$ cat src/rtl/thread_sched.sv
// thread_sched: round-robin thread scheduler for the md5 engine.
//
// Walks every thread through one registered thread_state read port, and picks a
// thread whose state is READY and whose core input slot is free. The thread number
// goes to process_bytes over a valid/ack handshake. The thread is then marked BUSY
// through the thread_state write port.
//
// Ports:
//   CLK, RST          clock, asynchronous active-high reset
//   ts_rd_num         thread_state read address (the scan pointer)
//   ts_rd             state of ts_rd_num, valid one cycle after the address
//   ts_wr_num/ts_wr   thread_state write address/data, strobed by ts_wr_en
//   core_ready        per-slot "input slot free" flags (thread t -> core t/4, slot t%4)
//   sched_valid       grant valid to process_bytes, with sched_thread_num
//   sched_ack         process_bytes accepted the grant
//   err               sticky protocol error (ack without valid, or watchdog)
//
// Optional feature: define THREAD_SCHED_WATCHDOG_EN to add a GRANT watchdog
// (WDT_MSB+1 bits) that sets err when a grant waits too long for its ack.
module thread_sched #(
  parameter int unsigned     N_CORES       = 3,
  parameter int unsigned     N_THREADS     = 4 * N_CORES,
  parameter int unsigned     N_THREADS_MSB = $clog2(N_THREADS) - 1,
  parameter int unsigned     TS_W          = 4,
  parameter logic [TS_W-1:0] ST_READY      = TS_W'(1),
  parameter logic [TS_W-1:0] ST_BUSY       = TS_W'(2),
  parameter int unsigned     WDT_MSB       = 15
) (
  input  logic                   CLK,
  input  logic                   RST,
  output logic [N_THREADS_MSB:0] ts_rd_num,
  input  logic [TS_W-1:0]        ts_rd,
  output logic [N_THREADS_MSB:0] ts_wr_num,
  output logic [TS_W-1:0]        ts_wr,
  output logic                   ts_wr_en,
  input  logic [4*N_CORES-1:0]   core_ready,
  output logic                   sched_valid,
  output logic [N_THREADS_MSB:0] sched_thread_num,
  input  logic                   sched_ack,
  output logic                   err
);

  localparam int unsigned TnW = N_THREADS_MSB + 1;
  localparam logic [TnW-1:0] LastThread = TnW'(N_THREADS - 1);

  typedef enum logic [1:0] {StScan, StCheck, StGrant, StWrite} state_e;

  state_e                 state_q;
  logic [TnW-1:0]         p_q;
  logic [TnW-1:0]         p_inc;
  logic [TnW-1:0]         ts_wr_num_q;
  logic [TS_W-1:0]        ts_wr_q;
  logic                   ts_wr_en_q;
  logic                   valid_q;
  logic [TnW-1:0]         thread_q;
  logic [N_THREADS-1:0]   hold_q;
  logic [N_THREADS-1:0]   hold_d;
  logic                   err_q;
  logic                   wdt_fire;
  logic                   grant_ok;

  // Explicit wrap so a non-power-of-two thread count never overshoots.
  assign p_inc = (p_q == LastThread) ? '0 : p_q + 1'b1;

  assign grant_ok = (ts_rd == ST_READY) && core_ready[p_q] && !hold_q[p_q];

  // A slot stays held from its grant until the core shows it busy (ready low).
  // The set is applied after the clear so a same-slot set/clear leaves it set.
  always_comb begin
    hold_d = hold_q & core_ready[N_THREADS-1:0];
    if (state_q == StGrant && sched_ack) begin
      hold_d[p_q] = 1'b1;
    end
  end

  always_ff @(posedge CLK or posedge RST) begin
    if (RST) begin
      state_q     <= StScan;
      p_q         <= '0;
      ts_wr_num_q <= '0;
      ts_wr_q     <= '0;
      ts_wr_en_q  <= 1'b0;
      valid_q     <= 1'b0;
      thread_q    <= '0;
      hold_q      <= '0;
      err_q       <= 1'b0;
    end else begin
      hold_q <= hold_d;
      if ((sched_ack && !valid_q) || wdt_fire) begin
        err_q <= 1'b1;
      end
      unique case (state_q)
        StScan: begin
          state_q <= StCheck;
        end
        StCheck: begin
          if (grant_ok) begin
            thread_q <= p_q;
            valid_q  <= 1'b1;
            state_q  <= StGrant;
          end else begin
            p_q     <= p_inc;
            state_q <= StScan;
          end
        end
        StGrant: begin
          // The grant is never withdrawn, even if core_ready[p] drops meanwhile.
          if (sched_ack) begin
            valid_q     <= 1'b0;
            ts_wr_en_q  <= 1'b1;
            ts_wr_num_q <= p_q;
            ts_wr_q     <= ST_BUSY;
            state_q     <= StWrite;
          end
        end
        StWrite: begin
          ts_wr_en_q <= 1'b0;
          p_q        <= p_inc;
          state_q    <= StScan;
        end
        default: begin
          state_q <= StScan;
        end
      endcase
    end
  end

`ifdef THREAD_SCHED_WATCHDOG_EN
  localparam logic [WDT_MSB:0] WdtLast = {{WDT_MSB{1'b1}}, 1'b0};

  logic [WDT_MSB:0] wdt_q;

  // Counter saturates at all-ones; err fires on the edge where it gets there.
  always_ff @(posedge CLK or posedge RST) begin
    if (RST) begin
      wdt_q <= '0;
    end else if (state_q == StGrant) begin
      if (wdt_q != '1) begin
        wdt_q <= wdt_q + 1'b1;
      end
    end else begin
      wdt_q <= '0;
    end
  end

  assign wdt_fire = (state_q == StGrant) && (wdt_q == WdtLast);
`else
  logic unused_wdt;
  assign unused_wdt = 1'(WDT_MSB);
  assign wdt_fire   = 1'b0;
`endif

  assign ts_rd_num        = p_q;
  assign ts_wr_num        = ts_wr_num_q;
  assign ts_wr            = ts_wr_q;
  assign ts_wr_en         = ts_wr_en_q;
  assign sched_valid      = valid_q;
  assign sched_thread_num = thread_q;
  assign err              = err_q;

endmodule

$ cat config.mk
export PLATFORM = sky130hd
export DESIGN_NAME = thread_sched
export DESIGN_NICKNAME = d
export VERILOG_FILES = /design/src/rtl/thread_sched.sv
export SDC_FILE = /design/constraint.sdc
export NUM_CORES = 1
export LEC_CHECK = 0
export ABC_AREA = 1
export BUFFER_PORTS_ARGS = -buffer_cell sky130_fd_sc_hd__buf_2
export CAP_MARGIN = 10
export CORE_ASPECT_RATIO = 1.2
export CORE_MARGIN = 5
export CORE_UTILIZATION = 48
export CTS_CLUSTER_DIAMETER = 150
export DETAILED_ROUTE_END_ITERATION = 6
export GPL_ROUTABILITY_DRIVEN = 0
export PLACE_DENSITY = 0.86
export SYNTH_ARGS = -nofsm -noshare
export SYNTH_HDL_FRONTEND = slang
export SYNTH_SLANG_ARGS = --single-unit
$ cat constraint.sdc
create_clock -name CLK -period 1.66 [get_ports CLK]
set_clock_uncertainty 0.15 [all_clocks]
set_input_delay 0.083 -clock CLK [delete_from_list [all_inputs] [get_ports CLK]]
set_output_delay 0.083 -clock CLK [all_outputs]
set_load 0.005 [all_outputs]
==> flow_metrics.tcl, run 1 <==
set metrics [dict create \
    max-clock-path-buffers 2 \
    synth_seq_cells 30 \
    path_delay_family "simple AND/OR/NAND/NOR gates" \
    hold_violations 0 \
    synth_edf_count 0 \
    antenna_found_initial 0 \
    grt_max_degree 31 \
    crit_type "reg -> reg" \
    synth_commonest_cells "61 x nand2_1, 33 x inv_1, 30 x dfrtp_1" \
    yosysSeqAreaShare 0.4380 \
    numCtsBuffers 5 \
    synth.top_cell.area_share 0.4380 \
    hold_path_class "in -> reg" \
    crit_chain "buf_12 > inv_12 > nand2_4 > nand3_2 > nand2_2 > nand2_4 > nand2_4 > nor2_8 > nand3_4 > nand2_2 > nand2_2" \
    ios 38 \
    dp_hpwl_mm 3.041 \
    coreArea_sq_um 3396 \
    yosys-top-cells-area "dfrtp_1 44%, nand2_1 13%, nand3_1 7.3%" \
    rsz0062_at_grt "true" \
    finalInstanceArea_sq_um 2366 \
    end_kind "flip-flop" \
    wl_met2_mm 2.507 \
    slowest_stage "dfrtp_1" \
    setup_viol 8 \
    syn_to_final_growth_pct 38.03 \
    setup_ws_ps -35.39 \
    grt_pass1_vias 1649 \
    async_reset_ff_frac 1.000 \
    fin_crit_sh 1.021 \
    placementRows 23 \
    ys.flop_type "dfrtp_1" \
    start_util 0.5048 \
    grt_pass1_wl_mm 7.659 \
    vias_per_cell 5.475 \
    cap_violations 0 \
    antennaDiodeCount 0 \
    p_per_area_nw_per_um2 1655 \
    wl_met3_um 375 \
    holdWs_ps 9.130 \
    yosysTopAreaCell "dfrtp_1" \
    synth_cells 218 \
    stdcell_count 320 \
    cts.sinks 30 \
    worstPathRequired_ps 1690 \
    ys_warn_count 0 \
    max_stage_delay_ps 420 \
    drive_gt1_frac 0.3534 \
    fmax_ghz 0.5898 \
    clockRootBuffer "clkbuf_8" \
    routed_wl_mm 5.003 \
    outcome "finished, violations left" \
    die_w_um 64.55 \
    clk_pin_slew_ps 60 \
    num_vias 1752 \
    num-fill-cells 244 \
    path_buf_inv 2 \
    drtPass1Iterations 5 \
    final_nets 305 \
    initialDrtViolationCount 131 \
    synth_most_common_cell "nand2_1" \
    synth_area_sq_um 1714 \
    io_buffer_count 34 \
    dieArea_sq_um 4871 \
    die_h_um 75.46 \
    critPathLaunchType "flip-flop" \
    irDropWorstVdd_mv 0.7849 \
    cts_tree "yes" \
    period_needed_ps 1695 \
    wl_per_cell_um 15.63 \
    grtUsageTotal 0.2137 \
    drt-met1-wl_mm 1.865 \
    place_area_sq_um 1973 \
    drc 0 \
    synth.distinct_cells 30 \
    cp_max_fo 7 \
    grt_overflow 0 \
    drtAntennaViolNets 0 \
    placedCellCount 294 \
    avgSynthCellArea_sq_um 7.863 \
    dp_slack_ps -102.1 \
    highest_layer "met4" \
    violations "setup timing" \
    leakage_uw 0.001262 \
    clk_latency_ps 290 \
    drv_slew 0 \
    crit_arrival_ps 1730 \
    cts_max_level 2 \
    fin_util 0.6968 \
]
==> layer usage <==
metal / global-route usage / up-vias
li1: - / 805
met1: 0.2304 / 812
met2: 0.3635 / 110
met3: 0.05900 / 25
met4: 0.1596 / 0
met5: 0 / -
==> power by group <==
part / total [uW] / switching, uW / internal (uW) / leakage [uW]
registers: 1090 / 161 / 934 / 0.000389
clock network: 604 / 271 / 334 / 0.0000482
logic: 2220 / 1320 / 897 / 0.000824
==> metrics by stage <==
stage / TNS [ps] / total power [uW]
floorplan: 0 / 2261
CTS: 0 / 3649
detailed placement: -570.6 / 2824
global placement: -65.71 / 2762
global route: -826.0 / 4157
finish: -161.7 / 3916
==> worst paths after layout <==
path                                     start             endpoint  slack [ps]  cells past startpoint
min in group asynchronous                  RST          sched_valid         270                      4
setup reg to reg                  ts_rd_num[0]  sched_thread_num[1]         -40                     11
setup / recovery                  ts_rd_num[0]  sched_thread_num[1]         -40                     11
hold / removal                        ts_rd[2]            flip-flop           9                      6
hold reg to reg            sched_thread_num[0]  sched_thread_num[0]         320                      2
max in group asynchronous                  RST         ts_rd_num[1]         790                      4
==> cell type report <==
class                   instances  area [sq um]  area share
multi-input cells             144         867.1      0.3665
flip-flops and latches         30         752.0      0.3178
repair buffers                 65         454.2      0.1920
inverters                      35         146.4     0.06187
clock buffers                   7         86.33     0.03649
well taps                      37         46.29     0.01957
repair inverters                1         8.758    0.003702
clock inverters                 1         5.005    0.002115
==> registers in the layout, indices dropped and copies added, names as in the netlist, named ones only <==
name,flops
hold_q,12
sched_thread_num,4
ts_rd_num,4
ts_wr_num,4
err,1
sched_valid,1
state_q,1
ts_wr,1
ts_wr_en,1
==> logic make-up after synthesis <==
| family | after synthesis | synth area share |
|---|---|---|
| simple gates | 113 | 0.3190 |
| buf+inv | 46 | 0.1292 |
| flops | 30 | 0.4380 |
| compound gates | 22 | 0.07226 |
| fa+ha+maj | 4 | 0.02920 |
| xor+xnor | 2 | 0.01022 |
| other cells | 1 | 0.002188 |
==> repair_timing <==
item,4_1_cts,5_1_grt
hold buffers,14,0
gates cloned,1,0
gates resized for setup,20,17
pin swaps,5,7
buffers inserted,1,2
hold endpoints to repair,44,0
setup endpoints to repair,10,10
==> worst reg2reg max path: cells and delay by family, from the launching register on <==
kind,cells,cell delay [ps]
buf+inv,2,250
flops,1,420
simple gates,9,770
==> cell usage in the layout, fill, tap and decap left out, types with 9 or more instances in the layout <==
cell type,n
nand2_2,15
buf_2,34
dfrtp_1,29
dlygate4sd3_1,14
nand2_1,43
buf_4,15
nor2_1,9
nand3_1,18
o21ai_0,14
inv_1,33
Note: power is estimated with default switching activity, not from simulation.
==> run 2: changes to the inputs <==
--- a/config.mk
+++ b/config.mk
@@ -10,11 +10,11 @@
 export CAP_MARGIN = 10
 export CORE_ASPECT_RATIO = 1.2
 export CORE_MARGIN = 5
-export CORE_UTILIZATION = 48
-export CTS_CLUSTER_DIAMETER = 150
+export CORE_UTILIZATION = 47
+export CTS_CLUSTER_DIAMETER = 60
 export DETAILED_ROUTE_END_ITERATION = 6
 export GPL_ROUTABILITY_DRIVEN = 0
-export PLACE_DENSITY = 0.86
+export PLACE_DENSITY = 0.84
 export SYNTH_ARGS = -nofsm -noshare
 export SYNTH_HDL_FRONTEND = slang
 export SYNTH_SLANG_ARGS = --single-unit
==> run 2 against run 1 <==
The flow still finishes with violations (setup timing). Largest power group unchanged. Sequential share of layout area rose by 0.64 points. Sequential power barely moved. Highest routed layer unchanged. Wire length fell by 13%.
==> flow_metrics.tcl, run 2 (same netlist as run 1, synthesis figures left out) <==
set metrics [dict create \
    largest_reg_flops 12 \
    irDropWorstVdd_mv 1.016 \
    leakage_uw 0.001264 \
    clk_latency_ps 280 \
    cts_tree "yes" \
    syn_to_final_growth_pct 35.55 \
    p_switching_uw 1594 \
    p_int_uw 2133 \
    cts.sinks 30 \
    die_w_um 65.13 \
    start_util 0.4797 \
    critPathLaunchType "flip-flop" \
    slowest_stage "dfrtp_2" \
    seqCellArea_sq_um 753.2 \
    hold_path_class "in -> reg" \
    fin_setup_tns_ps -19.56 \
    ios 38 \
    io_buffer_count 34 \
    fin_util 0.6502 \
    initialDrtViolationCount 45 \
    setup_ws_ps -13.22 \
    antennaDiodeCount 0 \
    dieArea_sq_um 4960 \
    drtAntennaViolNets 0 \
    drive_gt1_frac 0.3160 \
    layout.cells.most_common "nand2_1" \
    setup_viol 3 \
    drv_slew 0 \
    path_common_cell "nand2_1" \
    grt_overflow 0 \
    drtPass1Iterations 4 \
    violations "setup timing" \
    pwr-share-clk 0.146 \
    coreArea_sq_um 3573 \
    antenna_found_initial 0 \
    max_stage_delay_ps 470 \
    cts_max_level 2 \
    clockRootBuffer "clkbuf_8" \
    holdWs_ps 37.76 \
    grtUsageTotal 0.1846 \
    cap_violations 0 \
    largest-register "hold_q" \
    fin_crit_sh 1.008 \
    worstPathRequired_ps 1670 \
    p_seq_frac 0.301 \
    grt_max_degree 31 \
    multi_input_area_sq_um 802.0 \
    dp_slack_ps -39.37 \
    num_vias 1639 \
    rsz0062_at_grt "true" \
    drc 0 \
    vias_per_cell 5.012 \
    fmax_ghz 0.5976 \
    routed_wl_mm 4.353 \
    dp_hpwl_mm 3.007 \
    p_comb_frac 0.554 \
    p_sw_frac 0.4277 \
    max-clock-path-buffers 2 \
    crit_chain "buf_6 > nand2_1 > nand3_1 > nand2_1 > nand2_2 > nand2_4 > nor2_8 > nand2_4 > nand3_1 > nand2_1" \
    period_needed_ps 1673 \
    die_h_um 76.16 \
    crit_type "reg -> reg" \
    clk_pin_slew_ps 60 \
    p_per_area_nw_per_um2 1604 \
    grt_pass1_wl_mm 7.314 \
    crit_arrival_ps 1680 \
    hold_violations 0 \
    final_nets 311 \
    outcome "finished, violations left" \
    placementRows 24 \
    num-fill-cells 296 \
    cp_max_fo 7 \
    path_buf_inv 1 \
    wl_per_cell_um 13.31 \
    end_kind "flip-flop" \
    final_cell_mix "53 x nand2_1, 34 x buf_2, 33 x inv_1" \
    grt_pass1_vias 1640 \
    numCtsBuffers 5 \
    path_delay_family "simple AND/OR/NAND/NOR gates" \
]
run 2: path summary, 6_finish.rpt:
check                                  start            to  slack (ps)  cells past startpoint
worst max-delay path            ts_rd_num[0]  ts_rd_num[2]         -10                     10
worst max register to register  ts_rd_num[0]  ts_rd_num[2]         -10                     10
min in group asynchronous                RST     hold_q[8]         260                      4
worst min-delay path                ts_rd[3]     flip-flop          40                      6
worst min register to register      ts_wr[1]      ts_wr[1]         310                      1
max in group asynchronous                RST  ts_rd_num[1]         790                      4
run 2: power groups by stage:
stage / Clock, uW / Sequential [uW] / Combinational, uW
6_report: 542 / 1120 / 2060
4_1_cts: 552 / 1100 / 1810
3_3_place_gp: 0 / 1100 / 1720
2_1_floorplan: 0 / 1080 / 1190
5_1_grt: 578 / 1150 / 2290
3_5_place_dp: 0 / 1100 / 1760
run 2: routing by layer:
layer,vias up,track usage,routed length (um)
met2,56,0.3163,2259
met4,0,0.07054,88
met5,-,0,0
met3,12,0.03687,214
met1,757,0.2248,1791
li1,814,-,-
run 2: worst reg2reg max path: stages (launching register included):
cell and delay (ps):
dfrtp_2 470, buf_6 150, nand2_1 60, nand3_1 80, nand2_1 70, nand2_2 90, nand2_4 70, nor2_8 170
nand2_4 90, nand3_1 90, nand2_1 70
run 2: cell type report:
class / instances / area share
flip-flops and latches: 30 / 0.3242
inverters: 35 / 0.06085
multi-input cells: 144 / 0.3452
well taps: 39 / 0.02100
clock buffers: 7 / 0.03285
repair buffers: 72 / 0.2159
run 2: timing repair:
action | in CTS | in global routing
endpoints found under the setup margin | 8 | 10
hold buffers | 14 | 0
pin swaps | 1 | 2
endpoints found under the hold margin | 44 | 0
resized for setup | 4 | 19
setup buffers | 0 | 5
cloned | 0 | 1
run 2: per-stage QoR:
| step | total power, uW | area [sq um] | std cells |
|---|---|---|---|
| after floorplan | 2261 | 1722 | 220 |
| after global placement | 2812 | 1993 | 300 |
| after detailed placement | 2860 | 1993 | 300 |
| after CTS | 3464 | 2218 | 321 |
| after global routing | 4022 | 2323 | 327 |
| final | 3727 | 2323 | 327 |
